==> src/rtl/branch_resolver_pkg.sv <==
// Shared types and sizes for the branch resolver: completion packet layout,
// branch-mask width and a lowest-set-bit helper used by slot selection.
package branch_resolver_pkg;

  localparam int NUM_BR_FU    = 2;
  localparam int B_MASK_WIDTH = 4;
  localparam int ADDR_WIDTH   = 32;

  typedef logic [B_MASK_WIDTH-1:0] b_mask_t;
  typedef logic [ADDR_WIDTH-1:0]   addr_t;

  typedef struct packed {
    logic    valid;
    b_mask_t b_mm;
    b_mask_t b_mask;
    logic    mispred;
    addr_t   target;
  } br_cmpl_packet_t;

  // Isolates the lowest set bit (the oldest-index slot) of a mask.
  function automatic b_mask_t lowest_set(input b_mask_t v);
    return v & (~v + b_mask_t'(1));
  endfunction

endpackage

==> src/rtl/br_resolve_select.sv <==
// Picks the one slot to broadcast: lowest eligible mispredict first, else the
// lowest valid correct entry not waiting on any pending mispredict.
module br_resolve_select
  import branch_resolver_pkg::*;
(
  input  logic [B_MASK_WIDTH-1:0]                   i_valid,
  input  logic [B_MASK_WIDTH-1:0]                   i_mispred,
  input  logic [B_MASK_WIDTH-1:0][B_MASK_WIDTH-1:0] i_dep,
  output logic [B_MASK_WIDTH-1:0]                   o_grant,
  output logic                                      o_mispred
);

  logic [B_MASK_WIDTH-1:0] w_pend_mp;
  logic [B_MASK_WIDTH-1:0] w_clear;
  logic [B_MASK_WIDTH-1:0] w_elig_mp;
  logic [B_MASK_WIDTH-1:0] w_elig_ok;

  assign w_pend_mp = i_valid & i_mispred;

  // An entry may go only if none of the branches it depends on is a pending mispredict.
  for (genvar gi = 0; gi < B_MASK_WIDTH; gi++) begin : g_clear
    assign w_clear[gi] = ((i_dep[gi] & w_pend_mp) == '0);
  end

  assign w_elig_mp = w_pend_mp & w_clear;
  assign w_elig_ok = i_valid & ~i_mispred & w_clear;

  always_comb begin
    o_grant   = '0;
    o_mispred = 1'b0;
    if (w_elig_mp != '0) begin
      o_grant   = lowest_set(w_elig_mp);
      o_mispred = 1'b1;
    end else begin
      o_grant   = lowest_set(w_elig_ok);
    end
  end

endmodule

==> src/rtl/branch_resolver.sv <==
// Collects branch completions into a per-slot pending table and broadcasts
// one resolve per cycle, squashing or un-tagging dependents of the broadcast branch.
module branch_resolver
  import branch_resolver_pkg::*;
(
  input  logic                                   i_clock,
  input  logic                                   i_reset,
  input  logic [NUM_BR_FU-1:0]                   i_br_cmpl_valid,
  input  logic [NUM_BR_FU-1:0][B_MASK_WIDTH-1:0] i_br_cmpl_b_mm,
  input  logic [NUM_BR_FU-1:0][B_MASK_WIDTH-1:0] i_br_cmpl_b_mask,
  input  logic [NUM_BR_FU-1:0]                   i_br_cmpl_mispred,
  input  logic [NUM_BR_FU-1:0][ADDR_WIDTH-1:0]   i_br_cmpl_target,
  output logic [B_MASK_WIDTH-1:0]                o_b_mm_resolve,
  output logic                                   o_b_mm_mispred,
  output logic [ADDR_WIDTH-1:0]                  o_b_mm_target,
  output logic [B_MASK_WIDTH-1:0]                o_pending_mask
);

  br_cmpl_packet_t w_pkt [NUM_BR_FU];

  logic [B_MASK_WIDTH-1:0]                   r_valid;
  logic [B_MASK_WIDTH-1:0]                   r_mispred;
  logic [B_MASK_WIDTH-1:0][B_MASK_WIDTH-1:0] r_dep;
  logic [B_MASK_WIDTH-1:0][ADDR_WIDTH-1:0]   r_target;
  logic [B_MASK_WIDTH-1:0]                   r_resolve;
  logic                                      r_resolve_mp;
  logic [ADDR_WIDTH-1:0]                     r_resolve_tgt;

  logic [B_MASK_WIDTH-1:0]                   w_kill_bits;
  logic [B_MASK_WIDTH-1:0]                   w_nxt_valid;
  logic [B_MASK_WIDTH-1:0]                   w_nxt_mp;
  logic [B_MASK_WIDTH-1:0][B_MASK_WIDTH-1:0] w_nxt_dep;
  logic [B_MASK_WIDTH-1:0][ADDR_WIDTH-1:0]   w_nxt_tgt;
  logic [B_MASK_WIDTH-1:0]                   w_grant;
  logic                                      w_grant_mp;
  logic [ADDR_WIDTH-1:0]                     w_grant_tgt;

  for (genvar gi = 0; gi < NUM_BR_FU; gi++) begin : g_pkt
    assign w_pkt[gi].valid   = i_br_cmpl_valid[gi];
    assign w_pkt[gi].b_mm    = i_br_cmpl_b_mm[gi];
    assign w_pkt[gi].b_mask  = i_br_cmpl_b_mask[gi];
    assign w_pkt[gi].mispred = i_br_cmpl_mispred[gi];
    assign w_pkt[gi].target  = i_br_cmpl_target[gi];
  end

  // Dependents of the mispredict currently on the bus are squashed.
  assign w_kill_bits = r_resolve & {B_MASK_WIDTH{r_resolve_mp}};

  // Table as it would stand after this edge, before removing the new grant.
  always_comb begin
    w_nxt_valid = '0;
    w_nxt_mp    = '0;
    w_nxt_dep   = '0;
    w_nxt_tgt   = '0;
    for (int s = 0; s < B_MASK_WIDTH; s++) begin
      if (r_valid[s] && ((r_dep[s] & w_kill_bits) == '0)) begin
        w_nxt_valid[s] = 1'b1;
        w_nxt_mp[s]    = r_mispred[s];
        w_nxt_dep[s]   = r_dep[s] & ~r_resolve;
        w_nxt_tgt[s]   = r_target[s];
      end
      for (int p = 0; p < NUM_BR_FU; p++) begin
        if (w_pkt[p].valid && w_pkt[p].b_mm[s] &&
            ((w_pkt[p].b_mask & w_kill_bits) == '0)) begin
          w_nxt_valid[s] = 1'b1;
          w_nxt_mp[s]    = w_pkt[p].mispred;
          w_nxt_dep[s]   = w_pkt[p].b_mask & ~r_resolve;
          w_nxt_tgt[s]   = w_pkt[p].target;
        end
      end
    end
  end

  br_resolve_select u_select (
    .i_valid   (w_nxt_valid),
    .i_mispred (w_nxt_mp),
    .i_dep     (w_nxt_dep),
    .o_grant   (w_grant),
    .o_mispred (w_grant_mp)
  );

  always_comb begin
    w_grant_tgt = '0;
    for (int s = 0; s < B_MASK_WIDTH; s++) begin
      if (w_grant[s]) w_grant_tgt = w_grant_tgt | w_nxt_tgt[s];
    end
  end

  always_ff @(posedge i_clock) begin
    if (i_reset) begin
      r_valid       <= '0;
      r_mispred     <= '0;
      r_dep         <= '0;
      r_target      <= '0;
      r_resolve     <= '0;
      r_resolve_mp  <= 1'b0;
      r_resolve_tgt <= '0;
    end else begin
      r_valid       <= w_nxt_valid & ~w_grant;
      r_mispred     <= w_nxt_mp;
      r_dep         <= w_nxt_dep;
      r_target      <= w_nxt_tgt;
      r_resolve     <= w_grant;
      r_resolve_mp  <= w_grant_mp;
      r_resolve_tgt <= w_grant_tgt;
    end
  end

  // Arrivals must be one-hot and must not collide with a held or broadcasting slot.
  always_ff @(posedge i_clock) begin
    if (!i_reset) begin
      for (int p = 0; p < NUM_BR_FU; p++) begin
        if (i_br_cmpl_valid[p]) begin
          assert ($onehot(i_br_cmpl_b_mm[p]));
          assert ((i_br_cmpl_b_mm[p] & r_resolve) == '0);
          assert ((i_br_cmpl_b_mm[p] & r_valid) == '0);
        end
      end
    end
  end

  assign o_b_mm_resolve = r_resolve;
  assign o_b_mm_mispred = r_resolve_mp;
  assign o_b_mm_target  = r_resolve_tgt;
  assign o_pending_mask = r_valid;

endmodule

==> config.mk <==
export PLATFORM = sky130hd
export DESIGN_NAME = branch_resolver
export DESIGN_NICKNAME = d
export VERILOG_FILES = /design/src/rtl/branch_resolver_pkg.sv /design/src/rtl/br_resolve_select.sv /design/src/rtl/branch_resolver.sv
export SDC_FILE = /design/constraint.sdc
export NUM_CORES = 1
export LEC_CHECK = 0
export BUFFER_PORTS_ARGS = -buffer_cell sky130_fd_sc_hd__buf_2
export CORE_MARGIN = 2
export CORE_UTILIZATION = 40
export CTS_CLUSTER_SIZE = 30
export DETAILED_ROUTE_END_ITERATION = 10
export GPL_ROUTABILITY_DRIVEN = 1
export PLACE_DENSITY = 0.67
export SYNTH_ARGS = -nofsm -noshare
export SYNTH_HDL_FRONTEND = slang
export SYNTH_HIERARCHICAL = 1
export SYNTH_SLANG_ARGS = --single-unit
==> constraint.sdc <==
create_clock -name i_clock -period 7.8 [get_ports i_clock]
set_input_delay 1.17 -clock i_clock [delete_from_list [all_inputs] [get_ports i_clock]]
set_output_delay 1.17 -clock i_clock [all_outputs]
set_load 0.01 [all_outputs]
Word-level counts from Yosys, hierarchy flattened

Index checks and enable logic that the tools add are counted.

Bits in registers: 189
Bits of input ports: 86
Logic and storage cells: 132

Reductions and logical operators: 31
Muxes and demuxes: 54
Add/sub/neg operators: 2
Bitwise logic cells: 32

Operators with widths:

| kind                  | number |
|---|---|
| $mux W32              | 16 |
| $and A4 B4 Y4         | 24 |
| $or A32 B32 Y32       | 3 |
| $mux W4               | 13 |
| $logic_not A4 Y1      | 10 |
| $mux W1               | 25 |
| $logic_and A1 B1 Y1   | 20 |
| $not A4 Y4            | 5 |
| $add A4 B1 Y4 const B | 2 |
| $reduce_bool A4 Y1    | 1 |

Longest topological paths before layout

Gate-level depths: netlist (run 1).

Depth after elaboration: 22
Gate-level depth with buffers: 17

Hierarchy

Netlist (run 1), hierarchy kept.

Modules (own cells, without submodules):

| module            | area each (um^2) | cells an instance | times used |
|---|---|---|---|
| branch_resolver   | 9310.2           | 1030              | 1 |
| br_resolve_select | 295.3            | 43                | 1 |

Worst setup path before layout (run 1)

OpenSTA, ideal clock, no wires.

Path kind: input to register
From: input port i_br_cmpl_b_mask[1] (netlist bit)
To: register r_resolve_tgt[23] (netlist: o_b_mm_target[23])
Setup slack: 3441 ps
Cell stages on the path: 15
Buffers on the path: 4
Data arrival time: 4279 ps
Setup time: 81 ps
Path through: a22o_1 o21a_1 buf_2 nor2_1 buf_2 a22oi_1 o21ai_0 nand3_1 nand4_2 nand4b_1 a211oi_1 clkbuf_1 clkbuf_1 o211ai_1 a41oi_1

Elaborated cells on any way between the ends: 67
Those cells by class: 2 x add/sub; 37 x mux; 18 x bitwise; 10 x reduce/logical

RTL lines:

| element                          | RTL line                                         | RTL |
|---|---|---|
| start: declaration               | branch_resolver.sv:10                            | `input logic [NUM_BR_FU-1:0][B_MASK_WIDTH-1:0] i_br_cmpl_b_mask,` |
| $and A4 B4 Y4 (*)                | branch_resolver.sv:64                            | `((w_pkt[p].b_mask & w_kill_bits) == '0)) begin` |
| $logic_not A4 Y1 (*)             | branch_resolver.sv:64                            |  |
| $logic_and A1 B1 Y1 (*)          | branch_resolver.sv:63                            | `if (w_pkt[p].valid && w_pkt[p].b_mm[s] &&` |
| $mux W1 (*) (2 in a row)         | branch_resolver.sv:63                            |  |
| named net w_nxt_mp[1]            | branch_resolver.sv:31                            | `logic [B_MASK_WIDTH-1:0] w_nxt_mp;` |
| $and A4 B4 Y4                    | br_resolve_select.sv:18                          | `assign w_pend_mp = i_valid & i_mispred;` |
| $and A4 B4 Y4                    | br_resolve_select.sv:22                          | `assign w_clear[gi] = ((i_dep[gi] & w_pend_mp) == '0);` |
| $logic_not A4 Y1                 | br_resolve_select.sv:22                          |  |
| $and A4 B4 Y4 (on tied branches) | br_resolve_select.sv:26, br_resolve_select.sv:25 |  |
| $not A4 Y4                       | branch_resolver_pkg.sv:22                        | `return v & (~v + b_mask_t'(1));` |
| $add A4 B1 Y4                    | branch_resolver_pkg.sv:22                        |  |
| $and A4 B4 Y4                    | branch_resolver_pkg.sv:22                        |  |
| $mux W4 (*)                      | br_resolve_select.sv:31                          | `if (w_elig_mp != '0) begin` |
| named net w_grant[2]             | branch_resolver.sv:34                            | `logic [B_MASK_WIDTH-1:0] w_grant;` |
| $mux W32 (*)                     | branch_resolver.sv:85                            | `if (w_grant[s]) w_grant_tgt = w_grant_tgt \| w_nxt_tgt[s];` |
| $or A32 B32 Y32                  | branch_resolver.sv:85                            |  |
| $mux W32 (*)                     | branch_resolver.sv:85                            |  |
| end signal: assignment           | branch_resolver.sv:105                           | `r_resolve_tgt <= w_grant_tgt;` |
| end: declaration                 | branch_resolver.sv:27                            | `logic [ADDR_WIDTH-1:0] r_resolve_tgt;` |

The timed path passes the listed nets; every way through them passes the cells marked *.
A chain may end at the register's enable or synchronous reset.

Worst setup path after layout (run 1)

From: input port i_br_cmpl_b_mask[1] (netlist bit)
To: register r_resolve_tgt[22] (netlist: o_b_mm_target[22])

Elaborated cells on any way between the ends: 67
Those cells by class: 2 x add/sub; 37 x mux; 18 x bitwise; 10 x reduce/logical

RTL lines:

| element                          | RTL line |
|---|---|
| $and A4 B4 Y4 (*)                | branch_resolver.sv:64 |
| $logic_not A4 Y1 (*)             | branch_resolver.sv:64 |
| $logic_and A1 B1 Y1 (*)          | branch_resolver.sv:63 |
| $mux W1 (*) (2 in a row)         | branch_resolver.sv:63 |
| named net w_nxt_mp[3]            | branch_resolver.sv:31 |
| $and A4 B4 Y4                    | br_resolve_select.sv:18 |
| $and A4 B4 Y4                    | br_resolve_select.sv:22 |
| $logic_not A4 Y1                 | br_resolve_select.sv:22 |
| $and A4 B4 Y4 (on tied branches) | br_resolve_select.sv:26, br_resolve_select.sv:25 |
| $not A4 Y4                       | branch_resolver_pkg.sv:22 |
| $add A4 B1 Y4                    | branch_resolver_pkg.sv:22 |
| $and A4 B4 Y4                    | branch_resolver_pkg.sv:22 |
| $mux W4 (*)                      | br_resolve_select.sv:31 |
| named net w_grant[3]             | branch_resolver.sv:34 |
| $mux W32 (*)                     | branch_resolver.sv:85 |

Marked as above.

==> out/summary.txt, run 1 <==
====================================================================================
Setup Skew                                                                  9.700 ps
Post-cts repair resize count                                                       0
Core ar.                                                                 0.02354 mm²
Max H-tree Level                                                                   4
Reg-to-reg slack, setup                                                      2180 ps
Master cell of the clock root buffer                                    sky130_fd_sc_hd__clkbuf_16
Max Buffers Root-to-Sink                                                           2
Syn Nets                                                                        1159
Number of setup buffers added after CTS                                            0
Number of buffers added to fix hold violations after cts                           0
Final HPWL from detailed placement                                          20350 µm
Cell count after synthesis                                                      1073
Delay of the slowest cell on the worst path                                   950 ps
Hold Violations, Final                                                             0
Antenna violations before repair                                                   0
Proportion of synthesized chip area in sequential cells                       39.39%
Diode count                                                                        0
Final setup violation count                                                        0
Fraction of layout cells with a size suffix above 1                           21.49%
Global Route met1 Usage                                                       33.23%
Most Used Layer, Global Route                                                   met2
Via count of the first global-routing pass                                      9033
Worst min path class                                                         reg2reg
Max-slew violations                                                                0
Unrepaired setup endpoints after global routing                                false
Final core utilization                                                        46.18%
Leakage component of the power                                              4.098 nW
Worst IR drop on VDD                                                       0.1406 mV
Worst reg2reg path startpoint                                           o_b_mm_resolve[2]
Total number of vias                                                            9523
Worst-path clk slew                                                            70 ps
Synthesized area per cell                                                  8.952 µm²
Post-detailed-route count of antenna-violating nets                                0
Area share of the leading cell type in the synthesized netlist                39.39%
Sequential Area                                                         0.003784 mm²
Overall power of the completed layout                                       2.599 mW
Reg2reg path depth                                                                13
Synthesis warning total                                                            6
Cell chain of the critical path                                         buf_2 > a22o_1 > o21ai_4 > buf_4 > and3_2 > mux2i_1 > o21ai_1 > nand3_1 > nand4_1 > o211ai_1 > a211oi_2 > nor3b_4 > buf_4 > a22oi_1 > a41oi_1
Cell seen most often among critical-path stages                         sky130_fd_sc_hd__buf_4
Clock buffer count from CTS                                                       17
Number of DRC markers in iteration 0                                            1325
Post-layout min period                                                       5721 ps
Outcome                                                                    completed
Total congestion overflow                                                          0
Number of detailed-routing iterations run before antenna repair                    6
Total Die Area                                                           0.02527 mm²
Cell type with the largest total area after synthesis                   sky130_fd_sc_hd__dfxtp_1
Horiz. Die Dim                                                              159.0 µm
CTS sink cnt                                                                     189
Fin Hold WS                                                                 585.7 ps
Maximum number of pins on one net before global-route repair                      87
Final WS setup                                                               2079 ps
Instance count along the most critical hold path                                   2
Power per cell area                                                     239.1 mW/mm²
CTS tree                                                                       built
All-Layer GR Usage                                                            24.75%
Sum of negative setup slack                                                     0 ps
Kind of start point of the critical path                                primary input
Number of enable-type register cells in the synthesized netlist                    0
Total of fill cells in the finished design                                      2381
Worst EP arrival                                                             6070 ps
Required arrival time at the worst endpoint                                  8150 ps
Unique cell type count in the Yosys netlist                                       58
Number of top-level pins                                                         127
Gpl congestion                                                                0.9375
Start point of the critical path                                        i_br_cmpl_b_mask[1]
Total of flip-flops plus latches after synthesis                                 189
Hold Path Sink                                                          r_target[76]
Setup WS pre-CTS                                                             1746 ps
Netlist Area Pre-Place                                                  0.009605 mm²
Overall routed net length                                                   31980 µm
Crit path max fanout                                                              37
Post-route DRC violation count                                                     0
Global-route wire length before repair                                      50860 µm
Final clock period utilization by the worst path                              73.35%
Kind of critical path                                                         in2reg
Most area-consuming cells after synthesis                               sky130_fd_sc_hd__dfxtp_1, sky130_fd_sc_hd__nor2_1, sky130_fd_sc_hd__a221o_1
Remaining max-slew budget at the tightest pin                                 18.67%
Highest-delay cell along the critical path                              sky130_fd_sc_hd__and3_2
Row count                                                                         56
Post-detailed-route via-to-cell ratio                                          6.568
Average routed wire per standard cell                                       22.05 µm
Highest achievable clock rate                                             0.1748 GHz
Initial standard-cell utilization of the core                                 40.80%
Capturing element type of the critical path                                 register
Latest clock arrival within the worst-skew pair                               440 ps
Area taken by multi-input logic gates                                   0.005318 mm²
Number of max-cap violations                                                       0
Proportion of synthesized flip-flops having asynchronous set or reset             0%
DIE HEIGHT                                                                  159.0 µm
End of the worst register-to-register path                              o_b_mm_target[22]
Synthesis-to-layout area growth                                               13.19%
Worst min-delay path startpoint                                         r_target[76]
# port buffers                                                                   126
Number of nets at the end of the flow                                           1204
Main synth FF type                                                      sky130_fd_sc_hd__dfxtp_1
Slew at the pin closest to its max-slew limit                                1217 ps
Met3 usage in global routing                                                  4.402%
Met2 usage in global routing                                                  39.82%
====================================================================================
## worst max path at each step
stage                         to
2_1_floorplan  o_b_mm_target[23]
3_3_place_gp   o_b_mm_target[20]
3_5_place_dp   o_b_mm_target[22]
4_1_cts        o_b_mm_target[22]
5_1_grt        o_b_mm_target[29]
6_report       o_b_mm_target[22]
## worst max-delay path, delay by kind of cell
family | cells | cell delay, ps
AND/OR/NAND/NOR | 4 | 2060
buffers and inverters | 3 | 910
AO/OA/AOI/OAI | 7 | 1720
multiplexers | 1 | 170
## cell usage after synthesis, types with 17 or more instances
master,number
sky130_fd_sc_hd__and3_1,17
sky130_fd_sc_hd__a221o_1,45
sky130_fd_sc_hd__dfxtp_1,189
sky130_fd_sc_hd__and2_1,23
sky130_fd_sc_hd__o21ai_0,50
sky130_fd_sc_hd__o211ai_1,58
sky130_fd_sc_hd__nor3_1,54
sky130_fd_sc_hd__a222oi_1,18
sky130_fd_sc_hd__o2111ai_1,18
sky130_fd_sc_hd__mux2_2,36
sky130_fd_sc_hd__a31oi_1,37
sky130_fd_sc_hd__clkbuf_1,82
sky130_fd_sc_hd__buf_2,28
sky130_fd_sc_hd__nor2_1,123
sky130_fd_sc_hd__a22oi_1,55
sky130_fd_sc_hd__a221oi_1,33
sky130_fd_sc_hd__nand4_1,25
## registers in the layout, summed over array words and instances (netlist names)
name	cells
r_target	128
o_b_mm_target	32
r_dep	16
o_b_mm_resolve	4
o_pending_mask	4
r_mispred	4
o_b_mm_mispred	1
## logic make-up after synthesis
group	share of synthesized area, %
buffers and inverters	5.836
AOI/OAI and AO/OA	31.57
and+or+nand+nor	18.87
DFF	39.39
muxes	4.325
## cell type report
type / count / area share (%)
clock buffers: 19 / 4.074
clock inverters: 13 / 1.001
inverters: 4 / 0.1381
multi-input cells: 757 / 48.91
flip-flops and latches: 189 / 34.80
well taps: 319 / 3.671
repair buffers: 149 / 7.411
## where the power goes
group	total (mW)	switching, mW	internal, mW
Clock	0.831	0.407	0.423
Sequential	1.11	0.0517	1.06
Combinational	0.659	0.418	0.241
Total	2.60	0.877	1.72
## through the flow
step           std cells  instance area (µm²)
6_report            1450                10870
3_3_place_gp        1418                10320
2_1_floorplan       1073                 9605
5_1_grt             1450                10870
4_1_cts             1450                10870
3_5_place_dp        1418                10320
## cell usage in the layout (no fill, tap or decap), types with 3 or more instances in the layout
cell | Yosys | final
sky130_fd_sc_hd__a221o_1 | 45 | 45
sky130_fd_sc_hd__a221oi_1 | 33 | 33
sky130_fd_sc_hd__a222oi_1 | 18 | 18
sky130_fd_sc_hd__a22o_1 | 8 | 8
sky130_fd_sc_hd__a22oi_1 | 55 | 55
sky130_fd_sc_hd__a31oi_1 | 37 | 37
sky130_fd_sc_hd__a32o_1 | 13 | 13
sky130_fd_sc_hd__a41oi_1 | 13 | 13
sky130_fd_sc_hd__and2_1 | 23 | 23
sky130_fd_sc_hd__and3_1 | 17 | 16
sky130_fd_sc_hd__and3b_1 | 4 | 4
sky130_fd_sc_hd__buf_2 | 28 | 125
sky130_fd_sc_hd__buf_4 | 11 | 24
sky130_fd_sc_hd__clkbuf_16 | 0 | 17
sky130_fd_sc_hd__clkinvlp_4 | 0 | 4
sky130_fd_sc_hd__dfxtp_1 | 189 | 189
sky130_fd_sc_hd__inv_1 | 4 | 4
sky130_fd_sc_hd__inv_6 | 0 | 5
sky130_fd_sc_hd__mux2_2 | 36 | 36
sky130_fd_sc_hd__nand2_1 | 10 | 10
sky130_fd_sc_hd__nand3_1 | 11 | 11
sky130_fd_sc_hd__nand4_1 | 25 | 25
sky130_fd_sc_hd__nand4_2 | 3 | 3
sky130_fd_sc_hd__nor2_1 | 123 | 120
sky130_fd_sc_hd__nor2_2 | 2 | 3
sky130_fd_sc_hd__nor2b_1 | 6 | 6
sky130_fd_sc_hd__nor3_1 | 54 | 54
sky130_fd_sc_hd__nor3b_1 | 4 | 4
sky130_fd_sc_hd__nor4_1 | 12 | 12
sky130_fd_sc_hd__o2111ai_1 | 18 | 18
sky130_fd_sc_hd__o211a_1 | 15 | 15
sky130_fd_sc_hd__o211ai_1 | 58 | 58
sky130_fd_sc_hd__o21ai_0 | 50 | 49
sky130_fd_sc_hd__o21ai_1 | 3 | 3
sky130_fd_sc_hd__or2_2 | 3 | 3
sky130_fd_sc_hd__or3_1 | 15 | 15
sky130_fd_sc_hd__or3b_1 | 15 | 15
sky130_fd_sc_hd__or3b_2 | 4 | 4
## metal layers
layer | share of wire, % | wire length (µm)
met5 | 0 | 0
met1 | 43 | 13890
met2 | 46 | 14590
met4 | 2.9 | 930
met3 | 8.0 | 2570
Note: power is estimated with default switching activity, not from simulation.
==> run 2: changes to the inputs <==
- clock period: 7.8 -> 5.6 ns (I/O delays scaled with it)
==> out/summary.txt, run 2 (same netlist as run 1, synthesis figures left out) <==
=====================================================================================
Total number of vias                                                             9715   +2.0%
Number of setup buffers added after CTS                                             0   unchanged
Outcome                                                                     completed
Top library cells by usage in the layout, fill and taps aside            sky130_fd_sc_hd__dfxtp_1, sky130_fd_sc_hd__buf_2, sky130_fd_sc_hd__nor2_1
Post-placement cell area                                                  0.01049 mm²   +1.6%
Initial standard-cell utilization of the core                                  40.80%   unchanged
Average routed wire per standard cell                                        22.87 µm   +3.7%
Global-route wire length before repair                                       53430 µm   +5.1%
Total Die Area                                                            0.02527 mm²   unchanged
Largest register FFs                                                              128   unchanged
Post-route design area                                                    0.01112 mm²   +2.3%
Slew at the pin closest to its max-slew limit                                 1174 ps   -42.95 ps
Post-layout min period                                                        4469 ps
Kind of start point of the critical path                                     register
Fin Hold WS                                                                  591.3 ps   +5.569 ps
Part of the total power dissipated in combinational logic                       25.2%   about the same
Setup WS pre-CTS                                                             818.9 ps   -926.6 ps
Number of top-level pins                                                          127   unchanged
Final WS setup                                                                1131 ps   -948.4 ps
Gpl congestion                                                                 0.9168   -2.2%
Latest clock arrival within the worst-skew pair                                440 ps   about the same
Delay of the slowest cell on the worst path                                    660 ps   -290 ps
Via count of the first global-routing pass                                       9416   +4.2%
DIE HEIGHT                                                                   159.0 µm   unchanged
Buffers plus inverters on the worst setup path                                      2   -1
Worst IR drop on VDD                                                        0.2028 mV   +44%
Horiz. Die Dim                                                               159.0 µm   unchanged
CTS sink cnt                                                                      189   unchanged
Number of nets at the end of the flow                                            1220   +1.3%
Cell Count Post-Placement                                                        1434   +1.1%
Final setup violation count                                                         0   unchanged
Clock group share of total power                                                34.5%   +2.5 points
All-Layer GR Usage                                                             26.02%   +1.3 points
Leakage component of the power                                               4.238 nW   +3.4%
Final HPWL from detailed placement                                           21530 µm   +5.8%
Highest-delay cell along the critical path                               sky130_fd_sc_hd__dfxtp_1
Number of DRC markers in iteration 0                                             1342   +1.3%
Maximum number of pins on one net before global-route repair                       82   -5.7%
Setup Skew                                                                   12.51 ps   +2.809 ps
Crit path max fanout                                                               15   -59%
Total congestion overflow                                                           0   unchanged
Max H-tree Level                                                                    4   unchanged
Switching portion of total power                                               32.19%   -1.5 points
Final clock period utilization by the worst path                               79.81%
Fraction of layout cells with a size suffix above 1                            22.51%   +1.0 points
Post-route DRC violation count                                                      0   unchanged
Net load switching power                                                     1.234 mW   +41%
Required arrival time at the worst endpoint                                   5950 ps   -2200 ps
Post-detailed-route via-to-cell ratio                                           6.627   +0.90%
Core ar.                                                                  0.02354 mm²   unchanged
Post-detailed-route count of antenna-violating nets                                 0   unchanged
Number of detailed-routing iterations run before antenna repair                     6   unchanged
Clock buffer count from CTS                                                        17   unchanged
Master cell of the clock root buffer                                     sky130_fd_sc_hd__clkbuf_16
Number of max-cap violations                                                        0   unchanged
Row count                                                                          56   unchanged
Family with the most delay on the worst path                             simple AND/OR/NAND/NOR gates
Worst EP arrival                                                              4820 ps   -1250 ps
Highest achievable clock rate                                              0.2237 GHz
Kind of critical path                                                         reg2reg
Remaining max-slew budget at the tightest pin                                  21.64%   +3.0 points
Max Buffers Root-to-Sink                                                            2   unchanged
Synthesis-to-layout area growth                                                15.77%
Most flops, register                                                         r_target
Worst min path class                                                          reg2reg
Cell chain of the critical path                                          a22oi_1 > a21boi_4 > buf_4 > nor2_4 > nor2_2 > a22oi_1 > nor2_1 > nand3_1 > nand4_1 > nand4b_1 > a211oi_4 > buf_4 > or3b_2 > a31oi_1
Antenna violations before repair                                                    1   +1
Cell internal pwr                                                            2.599 mW   +51%
Number of buffers added to fix hold violations after cts                            0   unchanged
Overall routed net length                                                    33520 µm   +4.8%
Capturing element type of the critical path                                  register
Power per cell area                                                      344.7 mW/mm²   +44%
Worst-path clk slew                                                             70 ps   about the same
Hold Violations, Final                                                              0   unchanged
Unrepaired setup endpoints after global routing                                 false
Most frequent standard cell in the layout excluding fill and tap cells   sky130_fd_sc_hd__dfxtp_1
Register share of total power                                                   40.4%   -2.3 points
Max-slew violations                                                                 0   unchanged
Non-filler instance count after layout                                           1466   +1.1%
# port buffers                                                                    126   unchanged
CTS tree                                                                        built
Sum of negative setup slack                                                      0 ps   unchanged
Post-cts repair resize count                                                        0   unchanged
=====================================================================================
==> run 2: path summary, 6_finish.rpt <==
kind                          start          endpoint  slack [ps]  cells past startpoint
hold / removal         r_target[79]      r_target[79]         590                      2
setup reg to reg  o_b_mm_resolve[3]  o_b_mm_target[3]        1130                     14
hold reg to reg        r_target[79]      r_target[79]         590                      2
setup / recovery  o_b_mm_resolve[3]  o_b_mm_target[3]        1130                     14
==> run 2: per-layer routing <==
layer / up-vias / wire length [µm] / global-route usage, %
li1: 4383 / - / -
met1: 4707 / 14440 / 34.55
met2: 525 / 15110 / 41.03
met3: 100 / 2656 / 4.585
met4: 0 / 1321 / 12.73
met5: - / 0 / 0
==> run 2: through the flow <==
stage,power (mW),util [%]
floorplan,2.155,-
CTS,3.835,47.23
global route,3.984,47.24
global placement,2.513,44.56
finish,3.834,47.24
detailed placement,2.517,44.56
==> run 2: layout make-up <==
class,count,area (µm²)
clock inverter,12,183.9
multi-input combinational,757,5318
timing repair buffer,165,975.9
tap,319,399.1
antenna,1,2.502
clock buffer,19,442.9
fill,2290,12420
sequential,189,3784
inverter,4,15.01
==> run 2: power by group through the flow <==
stage	registers, mW	logic [mW]	clock network, mW
2_1_floorplan	1.57	0.587	0
3_3_place_gp	1.57	0.938	0
3_5_place_dp	1.57	0.943	0
4_1_cts	1.55	0.949	1.34
5_1_grt	1.56	1.03	1.39
6_report	1.55	0.964	1.32
==> run 2: worst reg2reg max path: stages (launching register included) <==
cell                       delay (ps)
sky130_fd_sc_hd__dfxtp_1          660
sky130_fd_sc_hd__a22oi_1          240
sky130_fd_sc_hd__a21boi_4         330
sky130_fd_sc_hd__buf_4            270
sky130_fd_sc_hd__nor2_4           130
sky130_fd_sc_hd__nor2_2           510
sky130_fd_sc_hd__a22oi_1          180
sky130_fd_sc_hd__nor2_1           240
sky130_fd_sc_hd__nand3_1          160
sky130_fd_sc_hd__nand4_1          150
sky130_fd_sc_hd__nand4b_1         160
sky130_fd_sc_hd__a211oi_4         450
sky130_fd_sc_hd__buf_4            270
sky130_fd_sc_hd__or3b_2           470
sky130_fd_sc_hd__a31oi_1          190
